File: config.mk
export PLATFORM = sky130hd
export DESIGN_NAME = imm_gen_pipe
export DESIGN_NICKNAME = d
export VERILOG_FILES = /design/src/rtl/imm_gen_pipe.sv
export SDC_FILE = /design/constraint.sdc
export NUM_CORES = 1
export LEC_CHECK = 0
export ABC_AREA = 1
export BUFFER_PORTS_ARGS = -buffer_cell sky130_fd_sc_hd__buf_4
export CAP_MARGIN = 10
export CORE_ASPECT_RATIO = 2
export CORE_MARGIN = 4
export CORE_UTILIZATION = 55
export DETAILED_ROUTE_END_ITERATION = 10
export HOLD_SLACK_MARGIN = 0.05
export PLACE_DENSITY = 0.83
export SLEW_MARGIN = 0
export SYNTH_ARGS = -nofsm -noshare
export SYNTH_HDL_FRONTEND = slang
export SYNTH_SLANG_ARGS = --single-unit
File: constraint.sdc
create_clock -name CLK -period 6.5 [get_ports CLK]
set_input_delay 0.65 -clock CLK [delete_from_list [all_inputs] [get_ports CLK]]
set_output_delay 0.65 -clock CLK [all_outputs]
set_load 0.1 [all_outputs]
File: src/rtl/imm_gen_pipe.sv
// -----------------------------------------------------------------------------
// imm_gen_pipe
//
// Two-stage pipelined immediate generator for the RV32/RV64 datapath. Accepts
// one instruction per cycle over a valid/ready handshake. It decodes the I, S,
// B, J, U, CSR-zimm and shift-amount immediate formats and extends the result
// to XLEN. Stage A registers the raw instruction and format select. Decode is
// combinational from stage A. Stage B is the output register. Backpressure
// propagates through a pass-through ready path, so a full pipe that is being
// drained still accepts input in the same cycle.
//
// Ports
//   CLK        in   clock, rising edge
//   RST        in   asynchronous active-high reset
//   FLUSH      in   synchronous kill of both stages; blocks same-cycle input
//   IN_VALID   in   INST/ImmSrc valid
//   IN_READY   out  input accepted this cycle when IN_VALID is also high
//   INST       in   raw 32-bit instruction word
//   ImmSrc     in   format select (111 is illegal)
//   OUT_VALID  out  ImmExt/IMM_ERR valid
//   OUT_READY  in   consumer takes the output this cycle
//   ImmExt     out  extended immediate, XLEN bits
//   IMM_ERR    out  output came from an illegal ImmSrc
//   IMM_CNT    out  count of completed output transfers, wraps at 16 bits
// -----------------------------------------------------------------------------
module imm_gen_pipe #(
   parameter int XLEN         = 32,
   parameter int IMMSRC_WIDTH = 3
) (
   input  logic                    CLK,
   input  logic                    RST,
   input  logic                    FLUSH,
   input  logic                    IN_VALID,
   output logic                    IN_READY,
   input  logic [31:0]             INST,
   input  logic [IMMSRC_WIDTH-1:0] ImmSrc,
   output logic                    OUT_VALID,
   input  logic                    OUT_READY,
   output logic [XLEN-1:0]         ImmExt,
   output logic                    IMM_ERR,
   output logic [15:0]             IMM_CNT
);

   typedef enum logic [2:0] {
      FMT_I   = 3'b000,
      FMT_S   = 3'b001,
      FMT_B   = 3'b010,
      FMT_J   = 3'b011,
      FMT_U   = 3'b100,
      FMT_Z   = 3'b101,
      FMT_SH  = 3'b110,
      FMT_ILL = 3'b111
   } imm_fmt_e;

   // Stage A
   logic [31:0]             a_inst;
   logic [IMMSRC_WIDTH-1:0] a_src;
   logic                    a_valid;

   // Handshake / advance
   logic b_en;
   logic a_en;
   logic in_xfer;
   logic out_xfer;

   // Decode of stage A
   logic [31:0]     imm32;
   logic            sext;
   logic            dec_err;
   logic [XLEN-1:0] dec_imm;

   // Opcode bits carry no immediate content.
   logic unused_opcode;
   assign unused_opcode = ^a_inst[6:0];

   assign b_en     = !OUT_VALID || OUT_READY;
   assign a_en     = !a_valid || b_en;
   assign IN_READY = a_en && !FLUSH;
   assign in_xfer  = IN_VALID && IN_READY;
   assign out_xfer = OUT_VALID && OUT_READY;

   // imm32 holds the immediate as a 32-bit pattern whose bit 31 is already
   // the sign for the sign-extended formats; widening to XLEN is done once.
   always_comb begin
      // NOTE: every variable gets a default first so no path leaves it
      // unassigned, which would otherwise infer a latch.
      imm32   = '0;
      sext    = 1'b0;
      dec_err = 1'b0;
      unique case (imm_fmt_e'(a_src))
         FMT_I: begin
            imm32 = {{20{a_inst[31]}}, a_inst[31:20]};
            sext  = 1'b1;
         end
         FMT_S: begin
            imm32 = {{20{a_inst[31]}}, a_inst[31:25], a_inst[11:7]};
            sext  = 1'b1;
         end
         FMT_B: begin
            imm32 = {{19{a_inst[31]}}, a_inst[31], a_inst[7],
                     a_inst[30:25], a_inst[11:8], 1'b0};
            sext  = 1'b1;
         end
         FMT_J: begin
            imm32 = {{11{a_inst[31]}}, a_inst[31], a_inst[19:12],
                     a_inst[20], a_inst[30:21], 1'b0};
            sext  = 1'b1;
         end
         FMT_U: begin
            imm32 = {a_inst[31:12], 12'b0};
            sext  = 1'b1;
         end
         FMT_Z: begin
            imm32 = {27'b0, a_inst[19:15]};
         end
         FMT_SH: begin
            // RV64 shift amounts are 6 bits; RV32 uses only 5.
            imm32 = (XLEN == 64) ? {26'b0, a_inst[25:20]}
                                 : {27'b0, a_inst[24:20]};
         end
         FMT_ILL: begin
            dec_err = 1'b1;
         end
         default: begin
            dec_err = 1'b1;
         end
      endcase
      dec_imm = sext ? XLEN'($signed(imm32)) : XLEN'(imm32);
   end

   always_ff @(posedge CLK or posedge RST) begin
      if (RST) begin
         a_inst    <= '0;
         a_src     <= '0;
         a_valid   <= 1'b0;
         OUT_VALID <= 1'b0;
         ImmExt    <= '0;
         IMM_ERR   <= 1'b0;
         IMM_CNT   <= '0;
      end else begin
         // NOTE: state updates use non-blocking assignments so every register
         // sees pre-edge values, which the two stages rely on to shift cleanly.
         if (FLUSH) begin
            a_valid   <= 1'b0;
            OUT_VALID <= 1'b0;
         end else begin
            if (b_en) begin
               OUT_VALID <= a_valid;
               ImmExt    <= dec_imm;
               IMM_ERR   <= dec_err;
            end
            if (a_en) begin
               a_valid <= in_xfer;
               if (in_xfer) begin
                  a_inst <= INST;
                  a_src  <= ImmSrc;
               end
            end
         end
         // A handshake completes even in a flush cycle, so it still counts.
         if (out_xfer) begin
            IMM_CNT <= IMM_CNT + 16'd1;
         end
      end
   end

endmodule
==> results of run 1 <==
-- per-stage QoR --
stage	power [mW]	utilization
floorplan	1.06	-
global placement	1.18	0.681
detailed placement	1.19	0.681
CTS	1.71	0.733
global route	1.77	0.733
finish	1.70	0.733
-- path summary, 6_finish.rpt --
check / to / slack, ns / depth (start not counted)
setup reg to reg: ImmExt[12]$_DFFE_PP0P_ / 4.25 / 5
min in group asynchronous: ImmExt[7]$_DFFE_PP0P_ / 0.61 / 3
hold / removal: ImmExt[25]$_DFFE_PP0P_ / 0.48 / 1
hold reg to reg: ImmExt[25]$_DFFE_PP0P_ / 0.48 / 1
max in group asynchronous: ImmExt[14]$_DFFE_PP0P_ / 5.25 / 3
setup / recovery: IN_READY / 4.22 / 4
-- worst max-delay path, stage by stage, from the launching register on --
cell,delay (ns)
dfrtp_1,0.42
nand3_1,0.12
nand2_1,0.09
inv_2,0.30
buf_4,0.37
-- power breakdown --
part | total, mW | switching [mW] | internal [mW] | leakage [nW]
combinational | 0.565 | 0.448 | 0.117 | 1.19
sequential | 0.617 | 0.0572 | 0.559 | 1.02
clock | 0.523 | 0.190 | 0.333 | 0.155
-- registers in the layout, indices dropped and copies added, names as in the netlist --
name / cells
IMM_CNT: 16
IMM_ERR: 1
ImmExt: 32
OUT_VALID: 1
a_inst: 25
a_src: 3
a_valid: 1
-- layout make-up --
type	instances	area, um2
multi-input combinational	279	1320
clock inverter	7	87.6
timing repair buffer	85	638
tap	84	105
clock buffer	9	225
fill	438	1620
sequential	79	1980
inverter	21	80.1
-- kinds of logic after synthesis --
| logic type | Yosys count | synth area share |
|---|---|---|
| adder cells (fa/ha/maj) | 1 | 0.00359 |
| XOR/XNOR | 13 | 0.0327 |
| buffers and inverters | 38 | 0.0518 |
| AND/OR/NAND/NOR | 209 | 0.256 |
| AO/OA/AOI/OAI | 56 | 0.0877 |
| flip-flops | 79 | 0.568 |
-- layout by cell type (no fill, tap or decap), types with 2 or more instances in the layout --
cell	Yosys	layout
nor2_1	19	19
clkbuf_16	0	9
nand2_1	128	128
a21oi_1	22	22
o21ai_1	9	9
nor3_1	2	2
nand2_2	2	2
a21o_1	8	8
nand4_1	7	7
inv_1	19	18
bufinv_16	0	2
nand3_1	47	47
clkinv_2	0	5
xor2_1	8	8
xnor2_1	5	5
o21ai_0	15	15
dfrtp_1	79	79
buf_4	0	85
-- routing by layer --
metal | up-vias | GRT usage | part of all wire
li1 | 1447 | - | -
met1 | 1385 | 0.251 | 0.36
met2 | 89 | 0.407 | 0.55
met3 | 14 | 0.0548 | 0.061
met4 | 0 | 0.106 | 0.022
met5 | - | 0 | 0
==> results by group, run 1 <==
Detailed routing
  – Routed vias: 2,935
  – Number of DRC markers in iteration 0: 190
  – DRC Markers: 0
  – Vias per cell: 5.20
  – Avg WL per Cell: 14.2 um
  – Post-Route WL: 7990 um
  – Detail Route Antenna Nets: 0
  – First-pass DRT Iterations: 5

Synthesis
  – Synthesized area per cell: 8.79 um2
  – Mapped Cells: 396
  – Post-synthesis sequential area ratio: 0.568
  – Async S/R FF share, synth: 1.00
  – Synthesized area: 0.00348 mm2
  – Top post-synthesis cells by area: dfrtp_1, nand2_1, nand3_1
  – Synth warn: 0
  – EDFF count, synth: 0
  – Post-synth top cells: nand2_1, dfrtp_1, nand3_1
  – Synth area leader: dfrtp_1
  – Synth Register Bits: 79
  – Most frequent cell after synthesis: nand2_1
  – Synth Flop Type: dfrtp_1
  – Syn Nets: 437
  – Top-area cell type share of the netlist area: 0.568
  – Synth cell types: 28

Timing
  – Max Slew Vio Count: 0
  – Final clock period utilization by the worst path: 0.351
  – Max Clk Rate: 439 MHz
  – RSZ-0062 raised after global routing: false
  – Final hold vios: 0
  – Fin Setup TNS: 0 ns
  – Worst slew pin tran: 0.977 ns
  – Final WS setup: 4.22 ns
  – Clock Skew: 0.00642 ns
  – Minimum clock period: 2.28 ns
  – Final setup violation count: 0
  – Hold slack: 0.482 ns
  – Slew Limit Headroom: 0.348

Global routing
  – First-pass GRT wire length: 13,600 um
  – Largest net degree at the start of global routing: 80
  – Gr ovfl total: 0
  – Antenna violations before repair: 0
  – Vias in the first global route: 2,946
  – Overall Global Routing Usage: 0.229

Clock network
  – H-tree lvl count: 3
  – CTS buffer count: 9
  – Skew-Pair Late Insertion Delay: 0.34 ns
  – CTS tree: yes
  – Clock sink count: 79
  – Post-CTS Setup Inserts: 0
  – Root Buffer: clkbuf_16
  – Hold_buf cts: 0
  – Post-cts resize count: 0
  – Clock transition at path regs: 0.06 ns
  – CTS max path bufs: 2

Min path
  – Hold Path Class: reg -> reg
  – Hold path startpoint: ImmExt[25]$_DFFE_PP0P_

Worst setup path
  – Critical Path Sink Type: output port
  – Reg2reg start: a_src[2]$_DFFE_PP0P_
  – CP required: 5.85 ns
  – Startpoint Class: register
  – Worst-path maximum fanout: 24
  – Crit path arrival time: 1.63 ns
  – Kind of critical path: reg -> out
  – Setup crit start: OUT_VALID$_DFFE_PP0P_

Place
  – HPWL after DPL: 5790 um
  – Pre-CTS WS: 4.24 ns
  – Number of port buffers: 83
  – Placed Area: 0.00412 mm2
  – Placed cell count: 548
  – GP Congestion: 0.866

Die
  – Initial Utilization: 0.575
  – Row count: 40
  – # IOs: 91
  – Die W: 64.3 um
  – Die Ht: 121 um
  – Full die area: 0.00774 mm2
  – Core Box Area: 0.00606 mm2

Final layout
  – # diodes: 0
  – Layout cells sized above 1: 0.227
  – Synth-to-layout area growth: 27.5%
  – Design Area, Final: 0.00444 mm2
  – Final Instance Count excl. Fillers: 564
  – Final net count: 516

Power
  – Peak supply drop: 0.000306 V
  – Pwr Density: 384 mW/mm2
  – Leak: 2.36 nW

Outcome
  – Outcome: complete, no violations

Run
  – Maximum capacitance violations: 0
(Power assumes the default switching activity.)
==> run 2: changes to the inputs <==
- ABC_AREA: 1 -> 0
- CORE_UTILIZATION: 55 -> 53
- PLACE_DENSITY: 0.83 -> 0.8
- clock period: 6.5 -> 2.3 ns (I/O delays scaled with it)
==> results by group, run 2 <==
Synthesis
  – Synth Register Bits: 79
  – Syn Nets: 336
  – Async S/R FF share, synth: 1.00
  – Top post-synthesis cells by area: dfrtp_1, mux2_4, nand2_1
  – EDFF count, synth: 0
  – Synth cell types: 39
  – Synth warn: 0
  – Post-synthesis sequential area ratio: 0.559
  – Mapped Cells: 295
  – Top-area cell type share of the netlist area: 0.559
  – Synthesized area: 0.00354 mm2
  – Synth area leader: dfrtp_1
  – Post-synth top cells: dfrtp_1, nand2_1, a21oi_1
  – Synth Flop Type: dfrtp_1
  – Synthesized area per cell: 12.0 um2
  – Most frequent cell after synthesis: dfrtp_1

Clock network
  – Skew-Pair Late Insertion Delay: 0.34 ns
  – Root Buffer: clkbuf_16
  – Post-cts resize count: 0
  – CTS max path bufs: 2
  – CTS tree: yes
  – Post-CTS Setup Inserts: 0
  – Clock transition at path regs: 0.06 ns
  – Hold_buf cts: 0
  – H-tree lvl count: 3
  – CTS buffer count: 9
  – Clock sink count: 79

Place
  – GP Congestion: 0.757
  – Number of port buffers: 83
  – Placed Area: 0.00425 mm2
  – HPWL after DPL: 5760 um
  – Pre-CTS WS: 0.610 ns

Min path
  – Hold Path Class: in -> async

Global routing
  – Overall Global Routing Usage: 0.208
  – Vias in the first global route: 2,550
  – First-pass GRT wire length: 12,300 um
  – Gr ovfl total: 0
  – Antenna violations before repair: 0
  – Largest net degree at the start of global routing: 49

Final layout
  – Footprint of the multi-input gates: 0.00145 mm2
  – FF+latch area: 0.00198 mm2
  – Commonest non-fill, non-tap cell in the layout: buf_4
  – Fin util: 0.713
  – Commonest non-fill, non-tap cells in the layout: buf_4, dfrtp_1, nand2_1
  – Final net count: 422
  – Top flop regs: ImmExt (32), a_inst (25), IMM_CNT (16)
  – Max FFs per register: 32
  – Synth-to-layout area growth: 29.3%
  – Fillers: 467
  – Design Area, Final: 0.00457 mm2
  – # diodes: 0
  – Layout cells sized above 1: 0.402
  – Largest reg by FF count: ImmExt

Timing
  – Final WS setup: 0.589 ns
  – Max Slew Vio Count: 0
  – Clock Skew: 0.00789 ns
  – Hold slack: 0.0360 ns
  – Minimum clock period: 1.71 ns
  – Slew Limit Headroom: 0.452
  – Final hold vios: 0
  – Max Clk Rate: 585 MHz
  – Worst slew pin tran: 0.821 ns
  – Final clock period utilization by the worst path: 0.744
  – RSZ-0062 raised after global routing: false
  – Final setup violation count: 0

Worst setup path
  – Reg-to-Reg End: a_inst[31]$_DFFE_PP0P_
  – Crit path arrival time: 1.92 ns
  – CP Cell Sequence: nor2b_2 > a21oi_4 > nand2_4 > mux2_2
  – Reg2reg start: OUT_VALID$_DFFE_PP0P_
  – Worst-path maximum fanout: 28
  – Critical Path Sink Type: register
  – Worst path slowest cell: dfrtp_2
  – Startpoint Class: register
  – Reg-to-reg slack, setup: 0.59 ns
  – CP required: 2.51 ns
  – Critical Path Max Stage Delay: 0.42 ns
  – Worst r2r path cells: 4
  – Setup crit start: OUT_VALID$_DFFE_PP0P_
  – Kind of critical path: reg -> reg

Detailed routing
  – Detail Route Antenna Nets: 0
  – DRC Markers: 0
  – First-pass DRT Iterations: 4
  – Avg WL per Cell: 16.7 um
  – Routed vias: 2,528
  – Vias per cell: 5.36
  – Number of DRC markers in iteration 0: 135
  – Post-Route WL: 7890 um

Power
  – Pwr Density: 1200 mW/mm2
  – Peak supply drop: 0.000806 V
  – Leak: 2.23 nW

Die
  – Die Ht: 124 um
  – Full die area: 0.00812 mm2
  – Core Box Area: 0.00641 mm2
  – Initial Utilization: 0.552
  – Die W: 65.8 um
  – # IOs: 91
  – Row count: 41

Run
  – Maximum capacitance violations: 0

Outcome
  – Outcome: complete, no violations
[run 2: changes by cell type after synthesis, moves of 13 or more]
| cell | previous run | this run |
|---|---|---|
| o21ai_2 | 0 | 13 |
| inv_1 | 19 | 3 |
| mux2_4 | 0 | 20 |
| nand3_1 | 47 | 5 |
| o21ai_0 | 15 | 2 |
| nand2_1 | 128 | 36 |
[run 2: report_power, final]
group / internal, mW / total (mW) / leakage [nW] / switching (mW)
Sequential: 1.63 / 1.84 / 0.997 / 0.213
Combinational: 0.541 / 2.13 / 1.08 / 1.59
Clock: 1.01 / 1.53 / 0.160 / 0.526
Total: 3.18 / 5.51 / 2.23 / 2.33
[run 2: kinds of logic after synthesis]
group / share of synthesized area
AOI/OAI and AO/OA: 0.133
xor gates and xnor gates: 0.0442
adders and majority gates: 0.00354
buffers and inverters: 0.0325
DFF: 0.559
muxes: 0.120
and+or+nand+nor: 0.108
[run 2: layout make-up]
type | instances | area share
tap | 86 | 0.0235
multi-input combinational | 197 | 0.318
timing repair buffer | 91 | 0.152
clock buffer | 13 | 0.0569
sequential | 79 | 0.433
clock inverter | 3 | 0.0142
inverter | 3 | 0.00274
[run 2: how the worst max path moves through the flow]
stage | to | slack (ns) | cells past startpoint
3_3_place_gp | a_inst[29]$_DFFE_PP0P_ | 0.64 | 4
5_1_grt | a_inst[31]$_DFFE_PP0P_ | 0.50 | 4
6_report | a_inst[31]$_DFFE_PP0P_ | 0.59 | 4
2_1_floorplan | OUT_VALID$_DFFE_PP0P_ | -0.13 | 1
3_5_place_dp | a_inst[26]$_DFFE_PP0P_ | 0.61 | 4
4_1_cts | a_inst[31]$_DFFE_PP0P_ | 0.58 | 4
[run 2: per-stage QoR]
step                      setup TNS, ns  cells  power (mW)
after global routing                  0    472        5.70
after floorplan                  -0.131    295        3.51
after CTS                             0    472        5.54
final                                 0    472        5.51
after detailed placement              0    456        4.00
after global placement                0    456        3.96
[run 2: worst max-delay path: cells and delay by family (launching register included)]
family | cells | cell delay [ns]
and+or+nand+nor | 2 | 0.66
muxes | 1 | 0.40
AOI/OAI and AO/OA | 1 | 0.10
DFF | 1 | 0.42
[run 2: layer usage]
layer | wire length [um] | global-route usage
met3 | 383 | 0.0400
met5 | 0 | 0
met1 | 2770 | 0.212
met4 | 288 | 0.113
met2 | 4440 | 0.385
==> run 3: changes to the inputs <==
- ABC_AREA: 0 -> 1
- CORE_UTILIZATION: 53 -> 52
- PLACE_DENSITY: 0.8 -> 0.79
- clock period: 2.3 -> 1.7 ns (I/O delays scaled with it)
==> results by group, run 3 (same netlist as run 1, synthesis figures left out) <==
Die
  – Initial Utilization: 0.530
  – Full die area: 0.00815 mm2
  – Core Box Area: 0.00657 mm2
  – # IOs: 91
  – Row count: 42
  – Die W: 65.9 um
  – Die Ht: 124 um

Clock network
  – Post-CTS Setup Inserts: 0
  – Root Buffer: clkbuf_16
  – Clock sink count: 79
  – H-tree lvl count: 3
  – Clock transition at path regs: 0.06 ns
  – CTS tree: yes
  – CTS buffer count: 9
  – Skew-Pair Late Insertion Delay: 0.34 ns
  – CTS max path bufs: 2

Final layout
  – Max FFs per register: 32
  – Fillers: 544
  – FF+latch area: 0.00199 mm2
  – Synth-to-layout area growth: 30.6%
  – Largest reg by FF count: ImmExt
  – Layout cells sized above 1: 0.257
  – Top flop regs: ImmExt (32), a_inst (25), IMM_CNT (16)
  – Final net count: 526
  – Design Area, Final: 0.00455 mm2
  – Commonest non-fill, non-tap cells in the layout: nand2_1, buf_4, dfrtp_1
  – # diodes: 0
  – Commonest non-fill, non-tap cell in the layout: nand2_1
  – Footprint of the multi-input gates: 0.00132 mm2
  – Final Instance Count excl. Fillers: 578

Worst setup path
  – CP required: 1.53 ns
  – Reg2reg start: a_src[2]$_DFFE_PP0P_
  – Startpoint Class: register
  – CP Buf/Inv Count: 3
  – Critical Path Max Stage Delay: 0.42 ns
  – Top Family by Delay on Critical Path: buffers and inverters
  – CP Cell Sequence: nand3_1 > nand2_1 > inv_2 > buf_4 > buf_6
  – Worst r2r path cells: 5
  – Reg-to-reg slack, setup: 0.19 ns
  – Critical Path Sink Type: output port
  – Crit path arrival time: 1.44 ns
  – Reg-to-Reg End: ImmExt[12]$_DFFE_PP0P_
  – Worst-path maximum fanout: 8
  – Worst path slowest cell: dfrtp_2
  – Kind of critical path: reg -> out

Min path
  – WHS Endpoint: a_inst[8]$_DFFE_PP0P_
  – WHS Path Cells: 3
  – Hold path startpoint: INST[8]
  – Hold Path Class: in -> reg

Power
  – Leak: 2.39 nW
  – Pwr Density: 1420 mW/mm2
  – Fraction of power spent switching nets: 0.413
  – Power Internal: 3.80 mW
  – Clock network power share: 0.291
  – Peak supply drop: 0.000791 V
  – Net load switching power: 2.67 mW
  – Comb pwr share: 0.343
  – Flop pwr share: 0.366

Global routing
  – Vias in the first global route: 2,929
  – Gr ovfl total: 0
  – Antenna violations before repair: 0
  – Largest net degree at the start of global routing: 80
  – First-pass GRT wire length: 13,800 um
  – Overall Global Routing Usage: 0.225

Timing
  – Final setup violation count: 0
  – Final hold vios: 0
  – Max Clk Rate: 619 MHz
  – Fin Setup TNS: 0 ns
  – Worst slew pin tran: 0.515 ns
  – Max Slew Vio Count: 0
  – RSZ-0062 raised after global routing: false
  – Clock Skew: 0.00655 ns
  – Slew Limit Headroom: 0.656
  – Minimum clock period: 1.61 ns
  – Final clock period utilization by the worst path: 0.950

Run
  – Maximum capacitance violations: 0

Detailed routing
  – Number of DRC markers in iteration 0: 190
  – Vias per cell: 5.21
  – Detail Route Antenna Nets: 0
  – DRC Markers: 0
  – Post-Route WL: 8560 um
  – Routed vias: 3,011
  – Avg WL per Cell: 14.8 um
  – First-pass DRT Iterations: 6

Place
  – GP Congestion: 0.889
  – HPWL after DPL: 6240 um
  – Placed cell count: 560
  – Placed Area: 0.00423 mm2
  – Number of port buffers: 83

Outcome
  – Outcome: complete, no violations
[run 3: worst max path at each step]
stage,cells after the start,endpoint,start,slack [ns]
2_1_floorplan,5,IMM_CNT[14]$_DFFE_PP0P_,IMM_CNT[9]$_DFFE_PP0P_,0.003
3_3_place_gp,6,IMM_CNT[10]$_DFFE_PP0P_,IMM_CNT[0]$_DFFE_PP0P_,0.29
3_5_place_dp,5,ImmExt[12]$_DFFE_PP0P_,a_src[1]$_DFFE_PP0P_,0.20
4_1_cts,5,IN_READY,OUT_VALID$_DFFE_PP0P_,0.01
5_1_grt,5,IN_READY,OUT_VALID$_DFFE_PP0P_,0.009
6_report,5,IN_READY,OUT_VALID$_DFFE_PP0P_,0.09
[run 3: metrics by stage]
step                setup WS (ns)  power (mW)  hold WS [ns]  utilization
floorplan                 0.00344        4.05         0.274            -
detailed placement          0.204        4.61         0.320        0.644
global placement            0.288        4.56         0.312        0.644
global route              0.00879        6.72        0.0649        0.692
finish                     0.0855        6.46        0.0585        0.692
CTS                        0.0124        6.51        0.0524        0.691
[run 3: what timing repair did]
item | CTS | global route
setup endpoints to repair | 0 | 1
hold buffers | 2 | 0
endpoints found under the hold margin | 81 | 0
gates resized for setup | 0 | 1
[run 3: cell type report]
| type | count | share of cell area |
|---|---|---|
| Tap cell | 88 | 0.0242 |
| Clock buffer | 12 | 0.0542 |
| Clock inverter | 4 | 0.00991 |
| Inverter | 21 | 0.0182 |
| Timing Repair Buffer | 95 | 0.164 |
| Multi-Input combinational cell | 279 | 0.291 |
| Sequential cell | 79 | 0.438 |
[run 3: worst min-delay path: cells and delay by family]
family | cells | cell delay, ns
buf+inv | 1 | 0.08
simple gates | 2 | 0.12
[run 3: power groups by stage]
stage          Combinational (mW)  Clock (mW)  Sequential, mW
6_report                     2.22        1.88            2.37
3_5_place_dp                 2.22           0            2.39
3_3_place_gp                 2.18           0            2.38
4_1_cts                      2.23        1.92            2.36
5_1_grt                      2.32        2.00            2.40
2_1_floorplan               0.478           0            3.58
[run 3: routing by layer]
| metal | GRT usage | part of all wire | vias to the layer above | routed length, um |
|---|---|---|---|---|
| met2 | 0.416 | 0.57 | 102 | 4870 |
| li1 | - | - | 1467 | - |
| met4 | 0.103 | 0.025 | 0 | 217 |
| met3 | 0.0424 | 0.050 | 15 | 431 |
| met5 | 0 | 0 | - | 0 |
| met1 | 0.241 | 0.36 | 1427 | 3050 |
